`src/rtl/fetch_stage_pkg.sv`:
```
// Shared constants and types for the instruction fetch stage.
package fetch_stage_pkg;

    localparam int unsigned XLEN = 32;

    localparam logic [XLEN-1:0] NOP_INSTR        = 32'h0000_0013;
    localparam logic [XLEN-1:0] DEFAULT_RESET_PC = 32'h0000_0000;
    localparam logic [XLEN-1:0] PC_STEP          = 32'h0000_0004;

    typedef enum logic {
        FETCH = 1'b0,
        HOLD  = 1'b1
    } fetch_state_e;

endpackage

```
`src/rtl/if_id_reg.sv`:
```
// IF/ID pipeline register: holds when disabled, bubbles on flush, reset or an empty load slot.
module if_id_reg
    import fetch_stage_pkg::*;
(
    input  logic            clk,
    input  logic            rst_n,
    input  logic            en,
    input  logic            flush,
    input  logic            load,
    input  logic [XLEN-1:0] instr,
    input  logic [XLEN-1:0] pc,
    output logic [XLEN-1:0] instr_q,
    output logic [XLEN-1:0] pc_q,
    output logic [XLEN-1:0] pc_plus4_q,
    output logic            valid_q
);

    always_ff @(posedge clk) begin
        if (!rst_n || flush || (en && !load)) begin
            instr_q    <= NOP_INSTR;
            pc_q       <= '0;
            pc_plus4_q <= '0;
            valid_q    <= 1'b0;
        end else if (en) begin
            instr_q    <= instr;
            pc_q       <= pc;
            pc_plus4_q <= pc + PC_STEP;
            valid_q    <= 1'b1;
        end
    end

endmodule

```
`src/rtl/fetch_stage.sv`:
```
// Instruction fetch stage: PC sequencing, imem handshake, redirect tracking and a one-entry
// skid buffer that parks a fetched word while decode is stalled.
module fetch_stage
    import fetch_stage_pkg::*;
#(
    parameter logic [XLEN-1:0] RESET_PC = DEFAULT_RESET_PC
) (
    input  logic            clk,
    input  logic            rst_n,
    input  logic            Stall_F,
    input  logic            Stall_D,
    input  logic            Flush_D,
    input  logic            PCSrc_E,
    input  logic [XLEN-1:0] PCTarget_E,
    output logic            imem_req,
    output logic [XLEN-1:0] imem_addr,
    input  logic            imem_ready,
    input  logic [XLEN-1:0] imem_rdata,
    output logic [XLEN-1:0] Instr_D,
    output logic [XLEN-1:0] PC_D,
    output logic [XLEN-1:0] PCPlus4_D,
    output logic            Valid_D,
    output logic            F_Wait
);

    fetch_state_e    state, state_n;
    logic [XLEN-1:0] pc_f, pc_f_n;
    logic            req_active, req_active_n;
    logic            redir_pend, redir_pend_n;
    logic [XLEN-1:0] redir_pc, redir_pc_n;
    logic [XLEN-1:0] buf_instr, buf_instr_n;
    logic [XLEN-1:0] buf_pc, buf_pc_n;

    logic            xfer;
    logic            ifid_load;
    logic [XLEN-1:0] ifid_instr;
    logic [XLEN-1:0] ifid_pc;

    // A request that has gone out stays up regardless of Stall_F until it is answered.
    assign imem_req  = rst_n && (state == FETCH) && (req_active || !Stall_F);
    assign imem_addr = pc_f;
    assign F_Wait    = imem_req && !imem_ready;
    assign xfer      = imem_req && imem_ready;

    always_ff @(posedge clk) begin
        if (!rst_n) begin
            state      <= FETCH;
            pc_f       <= RESET_PC;
            req_active <= 1'b0;
            redir_pend <= 1'b0;
            redir_pc   <= '0;
            buf_instr  <= '0;
            buf_pc     <= '0;
        end else begin
            state      <= state_n;
            pc_f       <= pc_f_n;
            req_active <= req_active_n;
            redir_pend <= redir_pend_n;
            redir_pc   <= redir_pc_n;
            buf_instr  <= buf_instr_n;
            buf_pc     <= buf_pc_n;
        end
    end

    always_comb begin
        state_n      = state;
        pc_f_n       = pc_f;
        req_active_n = req_active;
        redir_pend_n = redir_pend;
        redir_pc_n   = redir_pc;
        buf_instr_n  = buf_instr;
        buf_pc_n     = buf_pc;
        ifid_load    = 1'b0;
        ifid_instr   = NOP_INSTR;
        ifid_pc      = '0;

        unique case (state)
            FETCH: begin
                if (xfer) begin
                    req_active_n = 1'b0;
                    if (PCSrc_E || redir_pend) begin
                        // Word belongs to the wrong path; drop it and steer to the redirect.
                        pc_f_n       = PCSrc_E ? PCTarget_E : redir_pc;
                        redir_pend_n = 1'b0;
                    end else if (!Stall_D) begin
                        ifid_load  = 1'b1;
                        ifid_instr = imem_rdata;
                        ifid_pc    = pc_f;
                        pc_f_n     = pc_f + PC_STEP;
                    end else begin
                        buf_instr_n = imem_rdata;
                        buf_pc_n    = pc_f;
                        state_n     = HOLD;
                    end
                end else if (imem_req) begin
                    req_active_n = 1'b1;
                    // Address must stay stable, so remember the first redirect for later.
                    if (PCSrc_E && !redir_pend) begin
                        redir_pend_n = 1'b1;
                        redir_pc_n   = PCTarget_E;
                    end
                end else if (PCSrc_E) begin
                    pc_f_n = PCTarget_E;
                end
            end
            HOLD: begin
                if (PCSrc_E) begin
                    pc_f_n  = PCTarget_E;
                    state_n = FETCH;
                end else if (!Stall_D) begin
                    ifid_load  = 1'b1;
                    ifid_instr = buf_instr;
                    ifid_pc    = buf_pc;
                    pc_f_n     = buf_pc + PC_STEP;
                    state_n    = FETCH;
                end
            end
            default: state_n = FETCH;
        endcase
    end

    if_id_reg u_if_id (
        .clk        (clk),
        .rst_n      (rst_n),
        .en         (!Stall_D),
        .flush      (Flush_D),
        .load       (ifid_load),
        .instr      (ifid_instr),
        .pc         (ifid_pc),
        .instr_q    (Instr_D),
        .pc_q       (PC_D),
        .pc_plus4_q (PCPlus4_D),
        .valid_q    (Valid_D)
    );

endmodule

```
`config.mk`:
```
export PLATFORM = sky130hd
export DESIGN_NAME = fetch_stage
export DESIGN_NICKNAME = d
export VERILOG_FILES = /design/src/rtl/fetch_stage_pkg.sv /design/src/rtl/if_id_reg.sv /design/src/rtl/fetch_stage.sv
export SDC_FILE = /design/constraint.sdc
export NUM_CORES = 1
export LEC_CHECK = 0
export CAP_MARGIN = 20
export CORE_ASPECT_RATIO = 0.7
export CORE_MARGIN = 10
export CORE_UTILIZATION = 58
export CTS_CLUSTER_DIAMETER = 50
export DETAILED_ROUTE_END_ITERATION = 10
export DONT_BUFFER_PORTS = 1
export PLACE_DENSITY = 0.76
export SYNTH_ARGS = -nofsm -noshare
export SYNTH_HDL_FRONTEND = slang
export SYNTH_SLANG_ARGS = --single-unit
export TNS_END_PERCENT = 30
```
`constraint.sdc`:
```
create_clock -name clk -period 3.1 [get_ports clk]
set_input_delay 0.62 -clock clk [delete_from_list [all_inputs] [get_ports clk]]
set_output_delay 0.62 -clock clk [all_outputs]
set_load 0.02 [all_outputs]
```
### After elaboration in Yosys (flattened, before gate mapping)

Cells that the tools add are included.

| word-level totals | value |
|---|---|
| memory bits (writable) | 0 |
| memories | 0 |
| input bits | 71 |
| latch bits | 0 |
| ROM bits | 0 |
| register bits | 228 |
| output and inout port bits | 131 |

| operators by class | value |
|---|---|
| $mul | 0 |
| div/mod/pow operators | 0 |
| add/sub/neg operators | 3 |
| equality and inequality tests | 5 |
| reductions and logical operators | 23 |
| magnitude comparators | 0 |
| shift-type cells | 0 |
| mux-type cells | 35 |
| bitwise logic cells | 3 |

Operators with widths:

| kind | number |
|---|---|
| $mux W32 | 16 |
| $pmux W32 S2 | 3 |
| $add A32 B3 Y32 const B | 3 |
| $reduce_and A4 Y1 | 4 |
| $mux W1 | 14 |
| $ne A3 B3 Y1 const B | 3 |
| $logic_and A1 B1 Y1 | 6 |
| $logic_not A1 Y1 | 6 |
| $logic_or A1 B1 Y1 | 4 |
| $ne A4 B3 Y1 const B | 1 |
| $pmux W1 S2 | 2 |
| $reduce_bool A2 Y1 | 2 |
| $not A1 Y1 | 3 |
| $ne A2 B1 Y1 const B | 1 |
| $reduce_and A2 Y1 | 1 |

### Longest topological paths before layout

| depth | value |
|---|---|
| depth in word-level cells | 9 |
| mapped depth | 13 |
| gate-level depth less buffers | 8 |

### Hierarchy

From an unflattened synthesis, not the netlist that was laid out.

| unflattened totals | value |
|---|---|
| cells, all modules | 1366 |
| area total of the unflattened synthesis | 10991.8 µm² |

By module, submodules not included:

| module | seq. area each (µm²) | cells an instance | area an instance (µm²) | times used |
|---|---|---|---|---|
| fetch_stage | 2622.5 | 978 | 7190.6 | 1 |
| if_id_reg | 1901.8 | 388 | 3801.1 | 1 |

### Least setup slack after synthesis

OpenSTA, ideal clock, no wires.

| timing | value |
|---|---|
| kind | input to register |
| start point | in Stall_D |
| end point | reg u_if_id.pc_plus4_q[24] |
| setup slack | -0.027 ns |
| stages | 12 |
| required time | 2.968 ns |
| buffers on the path | 5 |
| library setup time | 0.132 ns |
| data arrival time | 2.995 ns |
| cell sequence | nor3b_2 > buf_2 > buf_2 > buf_1 > clkbuf_1 > a22o_1 > ha_1 > nand3_1 > buf_2 > nor4_1 > xor2_1 > a21oi_1 |

| on the way | value |
|---|---|
| elaborated cells between the ends (all ways) | 16 |
| those cells by class | 1 x add/sub; 11 x mux; 4 x reduce/logical |

RTL lines:

| item | line | text |
|---|---|---|
| start, declared | fetch_stage.sv:11 | `input logic Stall_D,` |
| $mux W32 | fetch_stage.sv:85 | `end else if (!Stall_D) begin` |
| $mux W32 | fetch_stage.sv:81 | `if (PCSrc_E \|\| redir_pend) begin` |
| $mux W32 | fetch_stage.sv:79 | `if (xfer) begin` |
| $pmux W32 S2 (*) | fetch_stage.sv:77 | `unique case (state)` |
| named net ifid_pc[3] | fetch_stage.sv:37 | `logic [XLEN-1:0] ifid_pc;` |
| $add A32 B3 Y32 (*) | if_id_reg.sv:27 | `pc_plus4_q <= pc + PC_STEP;` |
| end signal, assigned | if_id_reg.sv:27 |  |
| end, declared | if_id_reg.sv:14 | `output logic [XLEN-1:0] pc_plus4_q,` |

The timed path passes the listed nets; every way through them passes the cells marked *.
A chain may end at the register's enable or synchronous reset.

### Worst setup path in the final report

| timing | value |
|---|---|
| start point | reg state |
| end point | reg u_if_id.pc_plus4_q[28] |

| on the way | value |
|---|---|
| cells in the longest elaborated chain, start to end | 9 |
| elaborated cells between the ends (all ways) | 12 |
| those cells by class | 1 x add/sub; 4 x mux; 1 x bitwise; 6 x reduce/logical |

RTL lines:

| item | line | text |
|---|---|---|
| start, declared | fetch_stage.sv:26 | `fetch_state_e state, state_n;` |
| start signal, assigned | fetch_stage.sv:55 | `state <= state_n;` |
| parallel branches: the longest is 9 deep, another holds $add A32 B3 Y32 | - |  |

Parallel ways; which one is timed is not known.

==> results.toml <==
[global_route]
grt_max_degree = 116
overflow = 0
globalRouteTotalUtil_pct = 28.24
grt_pass1_vias = 9819
grt_pass1_wl_um = 56700
antenna_found_initial = 0

[final_layout]
syn_to_final_growth_pct = 11.18
drive_above_1_share_pct = 10.21
n_antenna_cell = 0
final_cell_mix = "nand2_1, dfxtp_1, a21oi_1, nor2_1, buf_4"
fin_nets = 1468
fillers = 1564
final_cell_area_um2 = 12180
layout_commonest_cell = "nand2_1"

[drt]
routedWlPerCell_um = 22.21
viasPerCell = 6.491
drcViolationCount = 0
first_pass_iters = 5
num_vias = 10690
drtIter0Drc = 1474
wl_um = 36580
ant_nets = 0

[floorplan]
dieArea_um2 = 24870
fp-row-count = 41
core_um2 = 18260
initial_utilization_pct = 59.98
pin_count = 202
die_h_um = 135.0
fp.dieW_um = 184.3

[sta]
worst_pin_slew_ns = 0.8923
fin_crit_ns = 2.777
fmax_ghz = 0.3601
rsz0062_at_grt = "no"
fin_skew_ns = 0.01135
drv_slew = 0
fin_setup_tns_ns = 0
relSlewSlack_pct = 40.51
fin_crit_sh_pct = 89.59
setup_viol = 0
final_hold_viol_count = 0

[placed_design]
globalplace.congestion = 0.9236
io_buffers = 0
place_hpwl_um = 25760
dpl_cell_area_um2 = 11370

[synthesis]
synth_area_um2 = 10950
synthArstFlopShare_pct = 0
synth_seq_cells = 226
synth_area_per_cell_um2 = 7.720
synth_warnings = 0
synth_edf_count = 0
synth_fp_nets = 1493
synth_top_flop_cell = "dfxtp_1"
synth_cells = 1419
synth_seq_area_share_pct = 41.30
ys_types = 69

[clocking]
h-tree-depth = 1
clockRootBuffer = "clkbuf_16"
cts_resized = 0
numCtsBuffers = 23
clk_path_buf_depth = 3
worstSkewPairLatency_ns = 0.52
postCtsHoldBufs = 0
path_clk_slew_ns = 0.06
cts_sinks = 226
postCtsSetupBuffers = 0
cts_tree = "done"

[critical_path]
critPathCaptureType = "flop"
rr_worst_depth = 9
crit_buf_inv = 2
cp.arrival_ns = 3.20
cp_top_family = "simple AND/OR/NAND/NOR gates"
cp-start-kind = "flop"
path_cells = "nor3b_4 -> buf_4 -> nand3_1 -> a222oi_1 -> buf_4 -> nand4_2 -> nor3_2 -> mux2i_1 -> a311oi_1"
max_stage_delay_ns = 0.50
slowest_stage = "dfxtp_1"
critPathKind = "flop to flop"
required_ns = 3.52
rr_startpoint = "state"
crit_fanout = 9
timing.rr.end = "u_if_id.pc_plus4_q[28]"
timing.critical_path.mode_cell = "buf_4"
rrSetupSlack_ns = 0.32

[run_status]
status = "complete, no violations"

[pwr]
leakagePower_uw = 0.004137
ir_worst_vdd_v = 0.0003904
p_per_area_nw_per_um2 = 538.8

[min_path]
whs_endpoint = "redir_pc[3]"
hp-start = "PCTarget_E[3]"
hold_depth = 2
min_path_type = "input pin to flop"

[job]
cap_violations = 0
[flip-flops by register name, summed over array words and instances, names as in the netlist]
name and flops:
buf_instr 32, buf_pc 32, imem_addr 32, redir_pc 32, redir_pend 1, req_active 1, state 1, u_if_id.instr_q 32
u_if_id.pc_plus4_q 32, u_if_id.pc_q 30, u_if_id.valid_q 1
[layout make-up]
cell class                 count  area (um2)  area share [%]
clock buffer                  31       655.6           5.383
clock inverter                11       142.6           1.171
timing repair buffer          75       588.1           4.828
multi-input combinational   1057        5931           48.70
tap                          236       295.3           2.424
sequential                   226        4524           37.15
inverter                      11       42.54          0.3493
[stage by stage]
stage               setup slack (ns)  instances  hold WS, ns  util, %  total power [uW]
floorplan                    0.05103       1419       0.4319        -              3490
global placement              0.2218       1604       0.4369    62.28              3657
detailed placement            0.1293       1604       0.4420    62.28              3667
CTS                           0.2635       1646       0.2144    66.65              6564
global route                 0.08230       1647       0.2209    66.69              6754
finish                        0.3226       1647       0.2204    66.69              6562
[cells in the mapped netlist, types with 4 or more instances]
cell type	n	share of area (%)
a221oi_1	38	3.0
o21ai_0	41	1.9
nand4_1	24	1.4
xnor2_1	33	2.6
nor2b_1	8	0.46
a211oi_1	17	1.2
inv_1	9	0.31
mux2i_1	4	0.37
o21a_1	6	0.41
xor2_1	31	2.5
a21o_1	6	0.41
dfxtp_1	226	41
clkbuf_1	105	3.6
buf_4	5	0.34
nand2b_1	5	0.29
and3_1	39	2.2
a31oi_1	8	0.46
nand2_1	306	10
nor3_1	17	0.78
nor2_1	92	3.2
o221ai_1	4	0.32
nand3_1	55	2.5
a21oi_1	177	8.1
buf_1	7	0.24
nor4_2	5	0.57
and4_1	5	0.40
a22o_1	17	1.4
a22oi_1	21	1.4
or3_1	16	0.91
o22ai_1	16	0.91
nor4bb_1	4	0.37
nor4_1	5	0.29
o211ai_1	9	0.62
buf_2	7	0.32
[where the power goes]
part / switching, uW / internal (uW) / total [uW] / leakage, uW
Sequential: 81.8 / 2970 / 3050 / 0.00183
Combinational: 378 / 189 / 568 / 0.00191
Clock: 1200 / 1740 / 2940 / 0.000396
Total: 1660 / 4900 / 6560 / 0.00414
[worst register-to-register path, stage by stage, from the launching register on]
cell and delay [ns]:
dfxtp_1 0.50, nor3b_4 0.39, buf_4 0.21, nand3_1 0.10, a222oi_1 0.37, buf_4 0.19, nand4_2 0.19, nor3_2 0.33
mux2i_1 0.13, a311oi_1 0.27
[metal layers]
layer / share of wire, % / global-route usage [%]
met5: 0 / 0
met1: 40 / 36.98
met2: 44 / 43.56
met3: 12 / 9.084
met4: 2.7 / 8.076
[cells by family after synthesis]
logic type	count (synthesis)	share of synthesized area (%)
and+or+nand+nor	602	25.57
AOI/OAI and AO/OA	384	22.32
DFF	226	41.30
buffers and inverters	136	4.980
xor gates and xnor gates	64	5.117
muxes	4	0.3655
adders and majority gates	3	0.3427
[how the worst max path moves through the flow]
stage	startpoint	endpoint	slack, ns	depth (start not counted)
after CTS	state	u_if_id.pc_plus4_q[28]	0.26	8
final	state	u_if_id.pc_plus4_q[28]	0.32	9
after global routing	state	u_if_id.pc_plus4_q[28]	0.08	9
after detailed placement	Stall_D	u_if_id.pc_plus4_q[28]	0.13	8
after global placement	Stall_D	u_if_id.pc_plus4_q[31]	0.22	8
after floorplan	Stall_D	u_if_id.pc_plus4_q[24]	0.05	11
(Power assumes the default switching activity.)
